<file path="src/rtl/instr_fetch.sv">
// Fetch stage: owns the PC, latches imem data into the instruction register,
// and handles launch, stall, branch redirect with flush, and halt on DONE.
module instr_fetch #(
  parameter int                PC_W    = 8,
  parameter int                INSTR_W = 9,
  parameter logic [PC_W-1:0]   ENTRY0  = 8'd0,
  parameter logic [PC_W-1:0]   ENTRY1  = 8'd26,
  parameter logic [PC_W-1:0]   ENTRY2  = 8'd45,
  parameter int                CNT_W   = 16
) (
  input  logic               CLK,
  input  logic               reset_n,
  input  logic               start,
  input  logic [1:0]         start_sel,
  input  logic               stall,
  input  logic               branch_taken,
  input  logic [PC_W-1:0]    branch_target,
  output logic [PC_W-1:0]    PC,
  input  logic [INSTR_W-1:0] iptr,
  output logic [INSTR_W-1:0] instr,
  output logic               instr_valid,
  output logic               running,
  output logic               done,
  output logic [CNT_W-1:0]   cycle_cnt
);

  typedef enum logic [1:0] {
    S_IDLE = 2'd0,
    S_RUN  = 2'd1,
    S_HALT = 2'd2
  } state_t;

  localparam logic [CNT_W-1:0]   CNT_MAX    = {CNT_W{1'b1}};
  localparam logic [CNT_W-1:0]   CNT_ONE    = {{(CNT_W-1){1'b0}}, 1'b1};
  localparam logic [PC_W-1:0]    PC_ONE     = {{(PC_W-1){1'b0}}, 1'b1};
  localparam logic [INSTR_W-1:0] INSTR_DONE = {INSTR_W{1'b0}};

  state_t               r_state, w_state_nxt;
  logic [PC_W-1:0]      r_pc, w_pc_nxt;
  logic [INSTR_W-1:0]   r_instr, w_instr_nxt;
  logic                 r_valid, w_valid_nxt;
  logic [CNT_W-1:0]     r_cnt, w_cnt_nxt;
  logic                 r_running, r_done;

  // Reserved select code 3 falls back to the first program.
  function automatic logic [PC_W-1:0] entry_pc(input logic [1:0] sel);
    case (sel)
      2'd1:    entry_pc = ENTRY1;
      2'd2:    entry_pc = ENTRY2;
      default: entry_pc = ENTRY0;
    endcase
  endfunction

  // Next-state and datapath decode; stall beats branch beats DONE beats fetch.
  always_comb begin
    w_state_nxt = r_state;
    w_pc_nxt    = r_pc;
    w_instr_nxt = r_instr;
    w_valid_nxt = r_valid;
    w_cnt_nxt   = r_cnt;
    case (r_state)
      S_IDLE, S_HALT: begin
        if (start) begin
          w_state_nxt = S_RUN;
          w_pc_nxt    = entry_pc(start_sel);
          w_valid_nxt = 1'b0;
          w_cnt_nxt   = {CNT_W{1'b0}};
        end else begin
          w_valid_nxt = 1'b0;
        end
      end
      S_RUN: begin
        if (r_cnt != CNT_MAX) begin
          w_cnt_nxt = r_cnt + CNT_ONE;
        end else begin
          w_cnt_nxt = r_cnt;
        end
        if (stall) begin
          w_pc_nxt = r_pc;
        end else if (branch_taken && r_valid) begin
          // The fetch already in flight is wrong-path: drop it.
          w_pc_nxt    = branch_target;
          w_valid_nxt = 1'b0;
        end else if (r_valid && (r_instr == INSTR_DONE)) begin
          w_state_nxt = S_HALT;
          w_valid_nxt = 1'b0;
        end else begin
          w_instr_nxt = iptr;
          w_valid_nxt = 1'b1;
          w_pc_nxt    = r_pc + PC_ONE;
        end
      end
      default: begin
        w_state_nxt = S_IDLE;
        w_valid_nxt = 1'b0;
      end
    endcase
  end

  // State and output registers.
  always_ff @(posedge CLK or negedge reset_n) begin
    if (!reset_n) begin
      r_state   <= S_IDLE;
      r_pc      <= {PC_W{1'b0}};
      r_instr   <= {INSTR_W{1'b0}};
      r_valid   <= 1'b0;
      r_cnt     <= {CNT_W{1'b0}};
      r_running <= 1'b0;
      r_done    <= 1'b0;
    end else begin
      r_state   <= w_state_nxt;
      r_pc      <= w_pc_nxt;
      r_instr   <= w_instr_nxt;
      r_valid   <= w_valid_nxt;
      r_cnt     <= w_cnt_nxt;
      r_running <= (w_state_nxt == S_RUN);
      r_done    <= (w_state_nxt == S_HALT);
    end
  end

  assign PC          = r_pc;
  assign instr       = r_instr;
  assign instr_valid = r_valid;
  assign running     = r_running;
  assign done        = r_done;
  assign cycle_cnt   = r_cnt;

endmodule
</file>
<file path="config.mk">
export PLATFORM = sky130hd
export DESIGN_NAME = instr_fetch
export DESIGN_NICKNAME = d
export VERILOG_FILES = /design/src/rtl/instr_fetch.sv
export SDC_FILE = /design/constraint.sdc
export NUM_CORES = 1
export LEC_CHECK = 0
export ABC_AREA = 0
export BUFFER_PORTS_ARGS = -buffer_cell sky130_fd_sc_hd__buf_2
export CAP_MARGIN = 0
export CORE_ASPECT_RATIO = 1.5
export CORE_MARGIN = 2
export CORE_UTILIZATION = 57
export CTS_BUF_LIST = sky130_fd_sc_hd__clkbuf_2 sky130_fd_sc_hd__clkbuf_4 sky130_fd_sc_hd__clkbuf_8
export CTS_CLUSTER_DIAMETER = 100
export CTS_CLUSTER_SIZE = 25
export DETAILED_ROUTE_END_ITERATION = 10
export HOLD_SLACK_MARGIN = 0.1
export MAX_ROUTING_LAYER = met4
export PLACE_DENSITY = 0.85
export SLEW_MARGIN = 0
export SYNTH_ARGS = -nofsm -noshare
export SYNTH_HDL_FRONTEND = slang
export SYNTH_SLANG_ARGS = --single-unit
</file>
<file path="constraint.sdc">
create_clock -name CLK -period 2.6 [get_ports CLK]
set_clock_uncertainty 0.1 [all_clocks]
set_input_delay 0.52 -clock CLK [delete_from_list [all_inputs] [get_ports CLK]]
set_output_delay 0.52 -clock CLK [all_outputs]
set_load 0.005 [all_outputs]
</file>
==> results of run 1 <==
## area by class of cell
cell class / instances / area, um^2
multi-input cells: 155 / 1130
fillers: 296 / 1020
flip-flops and latches: 38 / 951
repair buffers: 61 / 310
clock buffers: 5 / 68.8
clock inverters: 3 / 68.8
well taps: 43 / 53.8
inverters: 2 / 7.51
## cells in the mapped netlist (3+ instances only)
cell / number
nand3_1: 13
clkbuf_1: 3
o311ai_0: 3
a22o_1: 4
nand2_1: 23
nor3b_1: 3
a21oi_1: 10
mux2_2: 10
o31ai_1: 5
mux2i_1: 5
o41ai_1: 6
o21ai_0: 9
or4_1: 4
o211ai_1: 5
nand4_1: 4
nor2_1: 5
dfrtp_1: 38
ha_1: 4
nor3_1: 3
## state kept, by name, indices dropped and copies added (netlist names)
name and flops:
done 1, running 1, instr_valid 1, cycle_cnt 16, PC 8, r_state 2
instr 9
## cell families (layout without fill, tap and decap cells)
logic type	count (synthesis)	count (layout)	synth area share (%)
xor+xnor	3	3	1.23
compound gates	55	55	19.4
buf+inv	9	71	2.23
fa+ha+maj	4	4	2.35
mux	16	16	8.17
simple gates	77	77	21.9
flops	38	38	44.7
## through the flow
stage	power [mW]	instance area, um^2	worst slack, ns
5_1_grt	2.59	2590	0.353
3_3_place_gp	1.79	2450	0.628
4_1_cts	2.43	2590	0.603
2_1_floorplan	1.49	2130	0.806
6_report	2.42	2590	0.615
3_5_place_dp	1.83	2450	0.586
## routing by layer
metal  vias to the layer above  global-route usage, %  wire length, um
met5                         -                      -                0
met4                         0                   13.8              158
met3                        17                   6.58              275
met2                        76                   49.1             2910
met1                       937                   29.6             1940
li1                        913                      -                -
## worst max-delay path by stage
stage / endpoint
2_1_floorplan: PC[1]
3_3_place_gp: PC[1]
3_5_place_dp: instr[2]
4_1_cts: PC[1]
5_1_grt: cycle_cnt[9]
6_report: PC[1]
## power by group through the flow
stage / clock network (mW) / logic [mW] / registers (mW)
finish: 0.607 / 0.787 / 1.03
global route: 0.642 / 0.886 / 1.06
CTS: 0.611 / 0.797 / 1.02
detailed placement: 0 / 0.793 / 1.03
global placement: 0 / 0.764 / 1.02
floorplan: 0 / 0.481 / 1.01
## worst max-delay path, delay by kind of cell (launching register included)
family,cells,cell delay [ns]
flip-flops,1,0.43
multiplexers,1,0.33
AND/OR/NAND/NOR,3,1.00
==> reports/qor.yml, run 1 <==
status: "complete, no violations"
cp-end-kind: "flop"
period_share_pct: 76.3
cts.sinks: 38
rsz0062_at_grt: "false"
syn_to_final_growth_pct: 21.7
placementRows: 27
netlist-cell-type-count: 54
post_cts_resized: 0
synth.area.top_cells: "dfrtp_1 (45%), mux2_2 (5.3%), nand2_1 (4.1%), nand3_1 (3.1%), o41ai_1 (2.5%)"
cts_setup_buffers: 0
rr_endpoint: "PC[1]"
crit_type: "reg2reg"
grt_start_max_net_pins: 39
final_common_cell: "buf_2"
nets: 291
worst_r2r_startpoint: "instr[2]"
stdcell_count: 307
die_area_um2: 4250
start_util_pct: 58.9
drt_iter0_drc: 63
hold_class: "in2async"
grt_pass1_vias: 1897
core_um2: 3610
sw_frac_of_total_pct: 35.2
hold_viol_final: 0
async_flop_share_pct: 100
layout_common_cells: "buf_2 (59), dfrtp_1 (38), nand2_1 (23)"
tightest_slew_ns: 0.843
grt_usage_pct: 28.7
vias: 1943
ys_ff_latch: 38
synth_nets: 230
portBuffers: 59
yosysTopAreaCellShare_pct: 44.7
gp_congestion: 0.798
crit_chain: "nor4_4 > nand4_2 > and2_1 > mux2_1"
detail-route-antenna-nets: 0
htree_levels: 2
crit_arrival_ns: 2.06
internal-power_mw: 1.57
fp.dieW_um: 53.9
vias_per_cell: 6.33
drtPass1Iterations: 4
setup_viol: 0
yosysWarnings: 0
cts_hold_buf: 0
dieHeight_um: 78.8
hpwl_mm: 3.83
p_switching_mw: 0.851
synth_area_per_cell_um2: 10.5
num_io_pins: 60
grt_pass1_wl_mm: 8.75
slew_violations: 0
max_stage_delay_ns: 0.43
period_minus_slack_ns: 1.98
cts-root-buf: "clkbuf_8"
combPwrFrac_pct: 32.5
finalSetupTns_ns: 0
ir_drop_mv: 0.592
pwr-share-seq_pct: 42.4
post-route-util_pct: 71.7
routed_wl_mm: 5.29
rr_worst_depth: 4
cts_buffers: 5
clockBufferDepth: 2
diodes: 0
maxCapViolCount: 0
dpl.cell_count: 299
crit_path_top_delay_cell: "dfrtp_1"
avgRoutedWirePerCell_um: 17.2
clock.fmax_mhz: 504
synth-edff-count: 0
path_max_fanout: 8
synth.cell_area_um2: 2130
cts_tree: "done"
startpoint_type: "flop"
drive_above_1_share_pct: 34.8
p_leak_nw: 1.18
synth_top_area_cell: "dfrtp_1"
ys.flop_type: "dfrtp_1"
antenna_found_initial: 0
whs_ns: 0.220
r2r_slack_ns: 0.62
power_density_nw_per_um2: 934
post-route-drc-count: 0
relSlewSlack_pct: 43.8
cp-startpoint: "instr[2]"
cp.required_ns: 2.68
clk_latency_ns: 0.30
p_clk_share_pct: 25.1
ys_seq_area_share_pct: 44.7
overflow: 0
clkTransAtPathRegs_ns: 0.08
netlist_instances: 202
No activity file was read; power rests on OpenSTA's default activity.
==> run 2, diff against run 1 <==
--- a/config.mk
+++ b/config.mk
@@ -10,14 +10,14 @@
 export CAP_MARGIN = 0
 export CORE_ASPECT_RATIO = 1.5
 export CORE_MARGIN = 2
-export CORE_UTILIZATION = 57
+export CORE_UTILIZATION = 54
 export CTS_BUF_LIST = sky130_fd_sc_hd__clkbuf_2 sky130_fd_sc_hd__clkbuf_4 sky130_fd_sc_hd__clkbuf_8
 export CTS_CLUSTER_DIAMETER = 100
 export CTS_CLUSTER_SIZE = 25
 export DETAILED_ROUTE_END_ITERATION = 10
 export HOLD_SLACK_MARGIN = 0.1
 export MAX_ROUTING_LAYER = met4
-export PLACE_DENSITY = 0.85
+export PLACE_DENSITY = 0.81
 export SLEW_MARGIN = 0
 export SYNTH_ARGS = -nofsm -noshare
 export SYNTH_HDL_FRONTEND = slang
==> constraint.sdc (replaced) <==
create_clock -name CLK -period 1.9 [get_ports CLK]
set_clock_uncertainty 0.1 [all_clocks]
set_input_delay 0.38 -clock CLK [delete_from_list [all_inputs] [get_ports CLK]]
set_output_delay 0.38 -clock CLK [all_outputs]
set_load 0.005 [all_outputs]
==> reports/qor.yml, run 2 (synthesized netlist as in run 1, its figures left out) <==
worst_r2r_startpoint: "cycle_cnt[0]"  # was instr[2]
routed_wl_mm: 5.71  # was 5.29 mm
cp.required_ns: 2.03  # was 2.68 ns
num_io_pins: 60  # unchanged
post-route-drc-count: 0  # unchanged
antenna_found_initial: 0  # unchanged
syn_to_final_growth_pct: 32.3  # was 21.7%
startpoint_type: "flop"  # unchanged
hold_viol_final: 0  # unchanged
rr_endpoint: "cycle_cnt[13]"  # was PC[1]
period_share_pct: 95.2  # was 76.3%
drtPass1Iterations: 4  # unchanged
cts-root-buf: "clkbuf_8"  # unchanged
fp.dieW_um: 55.3  # was 53.9 um
r2r_slack_ns: 0.09  # was 0.62 ns
min_to: "instr[7]"
gp_congestion: 0.865  # was 0.798
crit_arrival_ns: 1.94  # was 2.06 ns
vias: 2065  # was 1943
post-route-util_pct: 73.1  # was 71.7%
clock.fmax_mhz: 553  # was 504 MHz
nets: 316  # was 291
cts_tree: "done"  # unchanged
clk_latency_ns: 0.30  # about the same
layout_common_cells: "buf_2 (59), dfrtp_1 (38), buf_4 (24)"  # was buf_2 (59), dfrtp_1 (38), nand2_1 (23)
portBuffers: 59  # unchanged
vias_per_cell: 6.18  # was 6.33
htree_levels: 2  # unchanged
core_um2: 3850  # was 3610 um^2
drt_iter0_drc: 85  # was 63
clkTransAtPathRegs_ns: 0.08  # about the same
grt_pass1_vias: 1986  # was 1897
grt_pass1_wl_mm: 9.32  # was 8.75 mm
rr_worst_depth: 6  # was 4
status: "complete, no violations"  # unchanged
clockBufferDepth: 2  # unchanged
grt_usage_pct: 27.0  # was 28.7%
cp-startpoint: "cycle_cnt[0]"  # was instr[2]
cp-end-kind: "flop"  # unchanged
slew_violations: 0  # unchanged
tightest_slew_ns: 0.448  # was 0.843 ns
start_util_pct: 55.2  # was 58.9%
hp-start: "iptr[7]"
cts_buffers: 5  # unchanged
diodes: 0  # unchanged
avgRoutedWirePerCell_um: 17.1  # was 17.2 um
dieHeight_um: 80.9  # was 78.8 um
setup_viol: 0  # unchanged
die_area_um2: 4470  # was 4250 um^2
cts.sinks: 38  # unchanged
hpwl_mm: 4.05  # was 3.83 mm
rsz0062_at_grt: "true"  # was false
final_common_cell: "buf_2"  # unchanged
ir_drop_mv: 0.755  # was 0.592 mV
path_max_fanout: 4  # was 8
placementRows: 28  # was 27
relSlewSlack_pct: 70.1  # was 43.8%
maxCapViolCount: 0  # unchanged
p_leak_nw: 1.32  # was 1.18 nW
total_power_mw: 3.38  # was 2.42 mW
drive_above_1_share_pct: 40.8  # was 34.8%
min_path_cells: 2
period_minus_slack_ns: 1.81  # was 1.98 ns
hold_class: "in2reg"  # was in2async
crit_type: "reg2reg"  # unchanged
overflow: 0  # unchanged
grt_start_max_net_pins: 21  # was 39
power_density_nw_per_um2: 1200  # was 934 nW/um^2
detail-route-antenna-nets: 0  # unchanged
largest_register_ffs: 16  # unchanged
fill_cells: 318  # was 296
finalSetupTns_ns: 0  # unchanged
run 2: cell type report:
type / instances / area, um^2 / share of cell area (%)
Multi-Input combinational cell: 155 / 1160 / 41.3
Clock buffer: 5 / 68.8 / 2.44
Clock inverter: 3 / 45.0 / 1.60
Inverter: 2 / 7.51 / 0.267
Timing Repair Buffer: 86 / 526 / 18.7
Tap cell: 45 / 56.3 / 2.00
Sequential cell: 38 / 951 / 33.8
run 2: through the flow:
stage	instance area, um^2	instances	worst slack (ns)	hold WS [ns]
final	2820	334	0.0910	0.204
after global routing	2820	334	-0.0635	0.208
after CTS	2730	327	0.0879	0.206
after detailed placement	2610	318	0.102	0.244
after global placement	2610	318	0.149	0.244
after floorplan	2130	202	0.106	-0.0156
run 2: critical path, stage by stage (launching register included):
cell and delay [ns]:
dfrtp_1 0.40, ha_1 0.22, nand4_1 0.18, buf_4 0.16
nor4_4 0.04, or4_1 0.47, a21oi_1 0.17
run 2: timing repair:
action | in CTS | in global routing
buffers inserted | 0 | 7
setup endpoints to repair | 0 | 9
resized for setup | 0 | 6
endpoints found under the hold margin | 18 | 0
hold buffers | 1 | 0
run 2: where the power goes:
part           leakage (nW)  total [mW]  switching (mW)  internal, mW
registers             0.460        1.33           0.274          1.06
clock network        0.0504       0.695           0.305         0.390
logic                 0.809        1.35           0.639         0.710
total                  1.32        3.38            1.22          2.16
run 2: worst max path at each step:
stage / slack [ns] / end / cells past startpoint
2_1_floorplan: 0.11 / PC[1] / 5
3_3_place_gp: 0.15 / cycle_cnt[4] / 5
3_5_place_dp: 0.10 / cycle_cnt[13] / 5
4_1_cts: 0.09 / cycle_cnt[4] / 5
5_1_grt: -0.06 / cycle_cnt[4] / 5
6_report: 0.09 / cycle_cnt[13] / 6
run 2: routing by layer:
layer / global-route usage, % / up-vias / routed length [um]
met5: - / - / 0
met4: 10.7 / 0 / 195
met3: 4.46 / 21 / 289
met2: 48.5 / 86 / 3070
met1: 29.8 / 1003 / 2150
li1: - / 955 / -
==> run 3, diff against run 2 <==
--- a/config.mk
+++ b/config.mk
@@ -7,17 +7,17 @@
 export LEC_CHECK = 0
 export ABC_AREA = 0
 export BUFFER_PORTS_ARGS = -buffer_cell sky130_fd_sc_hd__buf_2
-export CAP_MARGIN = 0
+export CAP_MARGIN = 20
 export CORE_ASPECT_RATIO = 1.5
 export CORE_MARGIN = 2
-export CORE_UTILIZATION = 54
+export CORE_UTILIZATION = 57
 export CTS_BUF_LIST = sky130_fd_sc_hd__clkbuf_2 sky130_fd_sc_hd__clkbuf_4 sky130_fd_sc_hd__clkbuf_8
 export CTS_CLUSTER_DIAMETER = 100
 export CTS_CLUSTER_SIZE = 25
 export DETAILED_ROUTE_END_ITERATION = 10
 export HOLD_SLACK_MARGIN = 0.1
 export MAX_ROUTING_LAYER = met4
-export PLACE_DENSITY = 0.81
+export PLACE_DENSITY = 0.86
 export SLEW_MARGIN = 0
 export SYNTH_ARGS = -nofsm -noshare
 export SYNTH_HDL_FRONTEND = slang
==> constraint.sdc (replaced) <==
create_clock -name CLK -period 2.2 [get_ports CLK]
set_clock_uncertainty 0.1 [all_clocks]
set_input_delay 0.44 -clock CLK [delete_from_list [all_inputs] [get_ports CLK]]
set_output_delay 0.44 -clock CLK [all_outputs]
set_load 0.005 [all_outputs]
==> reports/qor.yml, run 3 (synthesized netlist as in run 1, its figures left out) <==
status: "complete, no violations"  # unchanged
drtPass1Iterations: 4  # unchanged
rsz0062_at_grt: "false"  # was true
dpl_cell_area_um2: 2500  # was 2610 um^2
drive_above_1_share_pct: 36.4  # was 40.8%
clock.fmax_mhz: 515  # was 553 MHz
clockBufferDepth: 2  # unchanged
placementRows: 27  # was 28
vias_per_cell: 6.29  # was 6.18
cts_buffers: 5  # unchanged
period_share_pct: 88.3  # was 95.2%
nets: 299  # was 316
rr_endpoint: "cycle_cnt[10]"  # was cycle_cnt[13]
cp-end-kind: "flop"  # unchanged
finalSetupTns_ns: 0  # unchanged
syn_to_final_growth_pct: 24.9  # was 32.3%
final_common_cell: "buf_2"  # unchanged
path_buf_inv: 0  # was 1
grt_start_max_net_pins: 18  # was 21
post-route-util_pct: 73.5  # was 73.1%
whs_ns: 0.267  # was 0.204 ns
max_stage_delay_ns: 0.54  # was 0.47 ns
diodes: 0  # unchanged
start_util_pct: 58.9  # was 55.2%
gp_congestion: 0.882  # was 0.865
min_path_cells: 2  # unchanged
antenna_found_initial: 0  # unchanged
r2r_slack_ns: 0.26  # was 0.09 ns
drt_iter0_drc: 73  # was 85
post_cts_resized: 0  # unchanged
grt_usage_pct: 29.2  # was 27.0%
tightest_slew_ns: 0.462  # was 0.448 ns
grt_pass1_vias: 1927  # was 1986
avgRoutedWirePerCell_um: 17.3  # was 17.1 um
overflow: 0  # unchanged
path_max_fanout: 13  # was 4
fp.dieW_um: 53.9  # was 55.3 um
crit_chain: "and2b_2 > nand3_2 > or4_1 > a21oi_1"  # was ha_1 > nand4_1 > buf_4 > nor4_4 > or4_1 > a21oi_1
cts_setup_buffers: 0  # unchanged
period_minus_slack_ns: 1.94  # was 1.81 ns
cp.required_ns: 2.32  # was 2.03 ns
final_area_um2: 2660  # was 2820 um^2
total_power_mw: 2.91  # was 3.38 mW
largest_register_ffs: 16  # unchanged
clk_latency_ns: 0.30  # about the same
crit_path_top_delay_cell: "or4_1"  # unchanged
grt_pass1_wl_mm: 8.74  # was 9.32 mm
cts.sinks: 38  # unchanged
ir_drop_mv: 0.817  # was 0.755 mV
routed_wl_mm: 5.44  # was 5.71 mm
dieHeight_um: 78.8  # was 80.9 um
slew_violations: 0  # unchanged
crit_type: "reg2reg"  # unchanged
min_to: "instr[8]"  # was instr[7]
relSlewSlack_pct: 69.1  # was 70.1%
setup_viol: 0  # unchanged
maxCapViolCount: 0  # unchanged
cp-startpoint: "r_state[1]"  # was cycle_cnt[0]
layout_common_cells: "buf_2 (59), dfrtp_1 (38), nand2_1 (23)"  # was buf_2 (59), dfrtp_1 (38), buf_4 (24)
cts_hold_buf: 1  # unchanged
p_leak_nw: 1.22  # was 1.32 nW
die_area_um2: 4250  # was 4470 um^2
post-route-drc-count: 0  # unchanged
detail-route-antenna-nets: 0  # unchanged
hpwl_mm: 3.88  # was 4.05 mm
htree_levels: 2  # unchanged
core_um2: 3610  # was 3850 um^2
startpoint_type: "flop"  # unchanged
clkTransAtPathRegs_ns: 0.08  # about the same
cts-root-buf: "clkbuf_8"  # unchanged
num_io_pins: 60  # unchanged
hold_viol_final: 0  # unchanged
rr_worst_depth: 4  # was 6
cp_top_family: "simple AND/OR/NAND/NOR gates"  # unchanged
portBuffers: 59  # unchanged
cts_tree: "done"  # unchanged
hold_class: "in2reg"  # unchanged
crit_arrival_ns: 2.06  # was 1.94 ns
hp-start: "iptr[8]"  # was iptr[7]
worst_r2r_startpoint: "r_state[1]"  # was cycle_cnt[0]
vias: 1981  # was 2065
power_density_nw_per_um2: 1090  # was 1200 nW/um^2
run 3: cell count changes in the layout (fill, tap and decap cells not counted), sizes merged:
cell	before	now
clkinvlp	2	0
clkbuf	5	6
bufinv	1	2
buf	85	68
run 3: power breakdown:
group | switching, mW | total, mW | internal [mW]
Sequential | 0.295 | 1.21 | 0.916
Clock | 0.257 | 0.741 | 0.484
Combinational | 0.461 | 0.956 | 0.495
Total | 1.01 | 2.91 | 1.90
run 3: metal layers:
metal,vias to the layer above,GRT usage [%],wire [um]
met3,19,7.14,336
li1,925,-,-
met2,77,47.3,2870
met5,-,-,0
met1,960,31.3,2020
met4,0,16.7,211
run 3: worst reg2reg max path: cells and delay by family (launching register included):
kind               cells  cell delay, ns
DFF                    1            0.41
AOI/OAI and AO/OA      1            0.17
and+or+nand+nor        3            1.18
run 3: area by class of cell:
cell class | instances | area, um^2
Multi-Input combinational cell | 155 | 1130
Clock buffer | 6 | 82.6
Clock inverter | 2 | 60.1
Tap cell | 43 | 53.8
Timing Repair Buffer | 69 | 373
Inverter | 2 | 7.51
Sequential cell | 38 | 951
Fill cell | 280 | 957
run 3: stage by stage:
| step | worst slack, ns | std cells |
|---|---|---|
| final | 0.258 | 315 |
| after global routing | 0.0523 | 315 |
| after CTS | 0.264 | 315 |
| after detailed placement | 0.194 | 306 |
| after global placement | 0.206 | 306 |
| after floorplan | 0.406 | 202 |
run 3: worst max path at each step:
stage | endpoint | slack (ns) | cells past startpoint
6_report | cycle_cnt[10] | 0.26 | 4
5_1_grt | instr[4] | 0.05 | 3
4_1_cts | instr[3] | 0.26 | 4
3_5_place_dp | instr[3] | 0.19 | 4
3_3_place_gp | instr[3] | 0.21 | 4
2_1_floorplan | PC[1] | 0.41 | 5
